==> src/rtl/mode_counter_pkg.sv <==
// Shared constants for mode_counter: direction/boundary-mode encodings and default widths.
// The optional prescaler is selected with the MODE_COUNTER_PRESCALE_EN macro.
package mode_counter_pkg;

    localparam int unsigned DEF_WIDTH = 8;
    localparam int unsigned DEF_PRE_W = 8;

    typedef enum logic {
        DIR_DOWN = 1'b0,
        DIR_UP   = 1'b1
    } dir_e;

    typedef enum logic {
        MODE_WRAP = 1'b0,
        MODE_SAT  = 1'b1
    } mode_e;

endpackage

==> src/rtl/mode_counter_prescaler.sv <==
// Clock-enable prescaler: emits one tick every prescale+1 enabled cycles.
// Only instantiated when MODE_COUNTER_PRESCALE_EN is defined.
module mode_counter_prescaler
    import mode_counter_pkg::*;
#(
    parameter int unsigned PRE_W = DEF_PRE_W
) (
    input  logic             clk,
    input  logic             rst,
    input  logic             en,
    input  logic             restart,
    input  logic [PRE_W-1:0] prescale,
    output logic             tick
);

    localparam logic [PRE_W-1:0] PHASE_ONE = PRE_W'(1);

    logic [PRE_W-1:0] phase;

    // Equality compare: if prescale drops below phase, phase wraps through 2^PRE_W.
    assign tick = en && (phase == prescale);

    always_ff @(posedge clk) begin
        if (rst || restart) begin
            phase <= '0;
        end else if (en) begin
            phase <= tick ? '0 : phase + PHASE_ONE;
        end
    end

endmodule

==> src/rtl/mode_counter.sv <==
// Multi-mode up/down counter with modulus, wrap/saturate, parallel load, tc pulse and sticky ovf.
// Define MODE_COUNTER_PRESCALE_EN to gate counting through mode_counter_prescaler.
module mode_counter
    import mode_counter_pkg::*;
#(
    parameter int unsigned WIDTH = DEF_WIDTH,
    parameter int unsigned PRE_W = DEF_PRE_W
) (
    input  logic             clk,
    input  logic             rst,
    input  logic             en,
    input  logic             load,
    input  logic [WIDTH-1:0] load_val,
    input  logic             dir,
    input  logic             sat,
    input  logic [WIDTH-1:0] limit,
    input  logic [PRE_W-1:0] prescale,
    input  logic             clr_ovf,
    output logic [WIDTH-1:0] count,
    output logic             tc,
    output logic             ovf
);

    localparam logic [WIDTH-1:0] COUNT_ONE = WIDTH'(1);

    logic             tick;
    logic             at_boundary;
    logic [WIDTH-1:0] count_next;

`ifdef MODE_COUNTER_PRESCALE_EN
    mode_counter_prescaler #(
        .PRE_W (PRE_W)
    ) u_prescaler (
        .clk      (clk),
        .rst      (rst),
        .en       (en),
        .restart  (load),
        .prescale (prescale),
        .tick     (tick)
    );
`else
    logic unused_prescale;
    assign unused_prescale = ^prescale;
    assign tick            = en;
`endif

    // Up boundary uses >= so a loaded value above limit wraps/holds on the next up tick.
    always_comb begin
        at_boundary = 1'b0;
        count_next  = count;
        if (dir == DIR_UP) begin
            if (count >= limit) begin
                at_boundary = 1'b1;
                count_next  = (sat == MODE_SAT) ? limit : '0;
            end else begin
                count_next = count + COUNT_ONE;
            end
        end else begin
            if (count == '0) begin
                at_boundary = 1'b1;
                count_next  = (sat == MODE_SAT) ? '0 : limit;
            end else begin
                count_next = count - COUNT_ONE;
            end
        end
    end

    always_ff @(posedge clk) begin
        if (rst) begin
            count <= '0;
            tc    <= 1'b0;
            ovf   <= 1'b0;
        end else if (load) begin
            count <= load_val;
            tc    <= 1'b0;
        end else begin
            tc <= tick && at_boundary;
            if (tick) begin
                count <= count_next;
            end
            if (tick && at_boundary) begin
                ovf <= 1'b1;
            end else if (clr_ovf) begin
                ovf <= 1'b0;
            end
        end
    end

endmodule

==> config.mk <==
export PLATFORM = sky130hd
export DESIGN_NAME = mode_counter
export DESIGN_NICKNAME = d
export VERILOG_FILES = /design/src/rtl/mode_counter_pkg.sv /design/src/rtl/mode_counter_prescaler.sv /design/src/rtl/mode_counter.sv
export SDC_FILE = /design/constraint.sdc
export NUM_CORES = 1
export LEC_CHECK = 0
export ABC_AREA = 1
export BUFFER_PORTS_ARGS = -buffer_cell sky130_fd_sc_hd__clkbuf_2
export CAP_MARGIN = 20
export CORE_ASPECT_RATIO = 0.5
export CORE_MARGIN = 5
export CORE_UTILIZATION = 25
export DETAILED_ROUTE_END_ITERATION = 12
export PLACE_DENSITY_LB_ADDON = 0.3
export SYNTH_ARGS = -nofsm -noshare
export SYNTH_HDL_FRONTEND = slang
export SYNTH_SLANG_ARGS = --single-unit
==> constraint.sdc <==
create_clock -name clk -period 2.5 [get_ports clk]
set_input_delay 0.375 -clock clk [delete_from_list [all_inputs] [get_ports clk]]
set_output_delay 0.375 -clock clk [all_outputs]
set_load 0.02 [all_outputs]
## Word level (Yosys, flattened, before mapping)

Index checks and enable logic that the tools add are counted.

| word-level totals | value |
|---|---|
| register bits | 10 |
| bits of input ports | 31 |
| output and inout bits | 10 |

| cells by class | value |
|---|---|
| add/subtract/negate cells | 2 |
| order comparisons | 1 |
| multiplexer cells | 12 |
| bitwise operators | 1 |
| reduce and logical (&&, ||, !) cells | 6 |

Operators by type and width:

| operator | number |
|---|---|
| 2-to-1 mux 8 bit | 7 |
| adder 8 x 1 -> 8 bit, second input constant | 1 |
| >= comparator 8 bit | 1 |
| logical NOT 8 bit | 1 |
| subtractor 8 x 1 -> 8 bit, second input constant | 1 |
| 2-to-1 mux 1 bit | 5 |
| nonzero test 2 bit | 2 |
| AND reduction 2 bit | 1 |
| OR reduction 2 bit | 1 |
| logical AND 1 bit | 1 |
| NOT 1 bit | 1 |

## Longest topological paths before layout

| depth | value |
|---|---|
| depth in word-level cells | 6 |
| depth in mapped cells | 14 |
| gate-level depth less buffers | 14 |

## Worst setup path after synthesis

OpenSTA, ideal clock, no wires.

| path | value |
|---|---|
| path type | register to register |
| from | reg count[0] |
| to | reg ovf |
| library setup time | 0.059 ns |
| arrival | 1.760 ns |
| path slack | 0.681 ns |
| cell stages (with the launch flop) | 13 |
| cells stage by stage | dfxtp_1 -> inv_1 -> ha_1 -> nand2_1 -> nor2_1 -> nor2_1 -> nand2_2 -> nand2_4 -> nand2_4 -> nor2_1 -> nor3b_1 -> nand3_1 -> nand2_1 |

| on the way | value |
|---|---|
| cells in the longest elaborated chain, start to end | 6 |
| elaborated cells on any way between the ends | 9 |
| classes of those cells | order compare: 1; mux: 4; reduce/logical: 4 |

Ends and longest elaborated chain:

| item | line | source |
|---|---|---|
| start: declaration | mode_counter.sv:19 | `output logic [WIDTH-1:0] count,` |
| start signal: assignment | mode_counter.sv:74 | `count <= load_val;` |
| start signal: assignment | mode_counter.sv:79 | `count <= count_next;` |
| >= comparator 8 bit / logical NOT 8 bit (equally long branches) | mode_counter.sv:52, mode_counter.sv:59 |  |
| 2-to-1 mux 1 bit, on equally long branches | mode_counter.sv:52, mode_counter.sv:59 |  |
| 2-to-1 mux 1 bit * | mode_counter.sv:51 | `if (dir == DIR_UP) begin` |
| logical AND 1 bit * | mode_counter.sv:81 | `if (tick && at_boundary) begin` |
| nonzero test 2 bit (no line) | -- |  |
| AND reduction 2 bit (no line) | -- |  |
| end signal: assignment | mode_counter.sv:72 | `ovf <= 1'b0;` |
| end signal: assignment | mode_counter.sv:82 | `ovf <= 1'b1;` |
| end signal: assignment | mode_counter.sv:84 | `ovf <= 1'b0;` |
| end: declaration | mode_counter.sv:21 | `output logic ovf` |

Mark *: on every way between the ends. The rest lies on a longest branch, timed or not.
A chain may end at the register's enable or synchronous reset.

## Final worst setup path

| path | value |
|---|---|
| from | reg count[6] |
| to | reg ovf |

Same word-level chain as after synthesis.

==> metrics <==
outcome=complete, no violations; maximum VDD drop=0.289 mV; Setup Fix Bufs, Post-CTS=0; Tcrit/Tclk final=0.758; Buf/Inv on CP=0; # nets final=approximately 330; CTS tree=yes; Iteration-0 DRC Markers=109; Longest Clk Path Bufs=2; Synth Area in Adders=0.0878; all-layer global routing usage=0.112; Yosys reg bits=10; sequential standard cell area=200 um2; Die X-Extent=around 120 um; most frequent cells in the layout=78 x nand2_1, 35 x nor2_1, 33 x nand3_1, 32 x clkbuf_2, 21 x inv_1; Critical Path Source Type=flip-flop; row count=20; port bufs=32; total gr overflow=0; RSZ-0062 raised after global routing=no; DRC violations left=0; CTS H-tree depth=1; critical path's slowest cell=dfxtp_1; Synth Area in XOR/XNOR=0.0279; multiplexer share of the synthesized area=0; first-pass iteration count of the detailed router=4; Tmin final=1.90 ns; fmax=527 MHz; initial antenna violation count=0; Min Hold Slack=roughly 0.41 ns; Leak=just under 1 nW; # diodes=0; io pins=between 40 and 50; global-route wire length before repair=7420 um; GPL Wtd Cong=0.872; Finished Layout Cells=between 300 and 400; Cells after Synth=~260; post-synth net total=300; Die Y-Extent=around 66 um; layout cells sized above 1=0.273; PwrDens=491 nW/um2; area delta synth->final=20.0%; vias per inst=between 4 and 5; CTS Root Cell=clkbuf_16; die area=8050 um2; wire per inst=~11 um; vias in the first global route=1647; Setup Skew=between 0.0003 and 0.0004 ns; total wire length=4300 um; crit-path cells=ha_1 > nand2_1 > nor2_1 > nand2_4 > nand2_4 > nor2_1 > nor3b_1 > nand3_1 > nand2_1; setup TNS=0 ns; cell family with the largest share of critical-path delay=simple AND/OR/NAND/NOR gates; actual slew at the worst max-slew pin=0.361 ns; Critical Path AT=approximately 2.1 ns; Final setup viols=0; critical path peak fanout=9; Max stage delay on crit path=0.41 ns; TritonCTS buffer count=3; FF-to-FF setup slack=0.60 ns; synthesized area per cell=roughly 6.1 um2; Seq/Total Area, Yosys=0.128; total vias in the final route=1655; final hold violations=0; multi-input logic area=1180 um2; Filler Cells Inserted=668; number of max-cap violations=0; Synth Area in Simple Gates=0.558; Clock transition at path regs=0.04 ns; clk sinks=10; YS warnings=0; DP HPWL=between 3000 and 4000 um; Initial Util=0.258; crit path kind=reg2reg; post-cts gate resize count=0; Worst-Skew Late Latency=roughly 0.23 ns; Placed Cells=approximately 370; relative slew slack=0.759; hold crit path type=in2reg; Hold Buf Count CTS=0; Core Region=6080 um2; main combinational cell family by area after synthesis=simple AND/OR/NAND/NOR gates; Mapped Area=1570 um2; commonest non-fill, non-tap cell in the layout=nand2_1; Slew Limit Fails=0; Yosys cell types=31; complex-gate fraction of the synthesized area=0.0790; largest net degree at the start of global routing=17; antenna-violating nets left=0; WP data required=about 2.7 ns; Critical Path Sink Type=flip-flop
## where the power goes
group          internal [mW]  switching [mW]  leakage, nW  total [mW]
Sequential             0.175          0.0155       0.0827       0.190
Clock                  0.207          0.0655       0.0370       0.272
Combinational          0.169           0.293        0.863       0.462
## worst paths after layout
| kind | from | cells after the start | endpoint |
|---|---|---|---|
| hold / removal | clr_ovf | 4 | ovf |
| setup reg to reg | count[6] | 9 | ovf |
| hold reg to reg | ovf | 2 | ovf |
| setup / recovery | count[6] | 9 | ovf |
## worst min-delay path, stage by stage
cell and delay, ns:
clkbuf_2 0.07, nand2_1 0.04, nand3_1 0.06, nand2_1 0.05
## cell families after synthesis
family,count (synthesis)
AOI/OAI and AO/OA,19
xor gates and xnor gates,5
adders and majority gates,11
buffers and inverters,37
DFF,10
and+or+nand+nor,176
## routing by layer
metal / GRT usage / part of all wire / vias up
met5: 0 / 0 / -
met4: 0.0307 / 0.0079 / 0
li1: - / - / 874
met2: 0.179 / 0.41 / 41
met3: 0.0120 / 0.049 / 6
met1: 0.160 / 0.53 / 734
## cells in the mapped netlist (all sizes together)
cell type	count	area share
clkbuf	2	0.0048
nor3b	1	0.0048
nand3	35	0.12
nand4	2	0.0080
a21o	1	0.0048
ha	11	0.088
nor3	1	0.0032
inv	25	0.063
xnor2	1	0.0056
a21oi	13	0.058
o21ai	5	0.016
xor2	4	0.022
clkinv	2	0.0080
nor2	47	0.17
buf	8	0.044
nand2	90	0.25
dfxtp	10	0.13
## area by class of cell
| class | instances | share of cell area |
|---|---|---|
| multi-input combinational | 211 | 0.627 |
| sequential | 10 | 0.106 |
| timing repair buffer | 38 | 0.109 |
| inverter | 27 | 0.0592 |
| clock buffer | 3 | 0.0399 |
| tap | 88 | 0.0585 |
## stage by stage
step                setup WS [ns]  area, um2   util  power, mW
finish                      0.604       1880  0.309      0.925
global route                0.410       1880  0.309       1.01
CTS                         0.609       1880  0.309      0.937
detailed placement          0.518       1810  0.297      0.656
global placement            0.559       1810  0.297      0.652
floorplan                   0.681       1570      -      0.550
## flip-flops by register name, summed over array words and instances (netlist names)
name	cells
ovf	1
tc	1
count	8
Power figures use the tool's default switching activity.
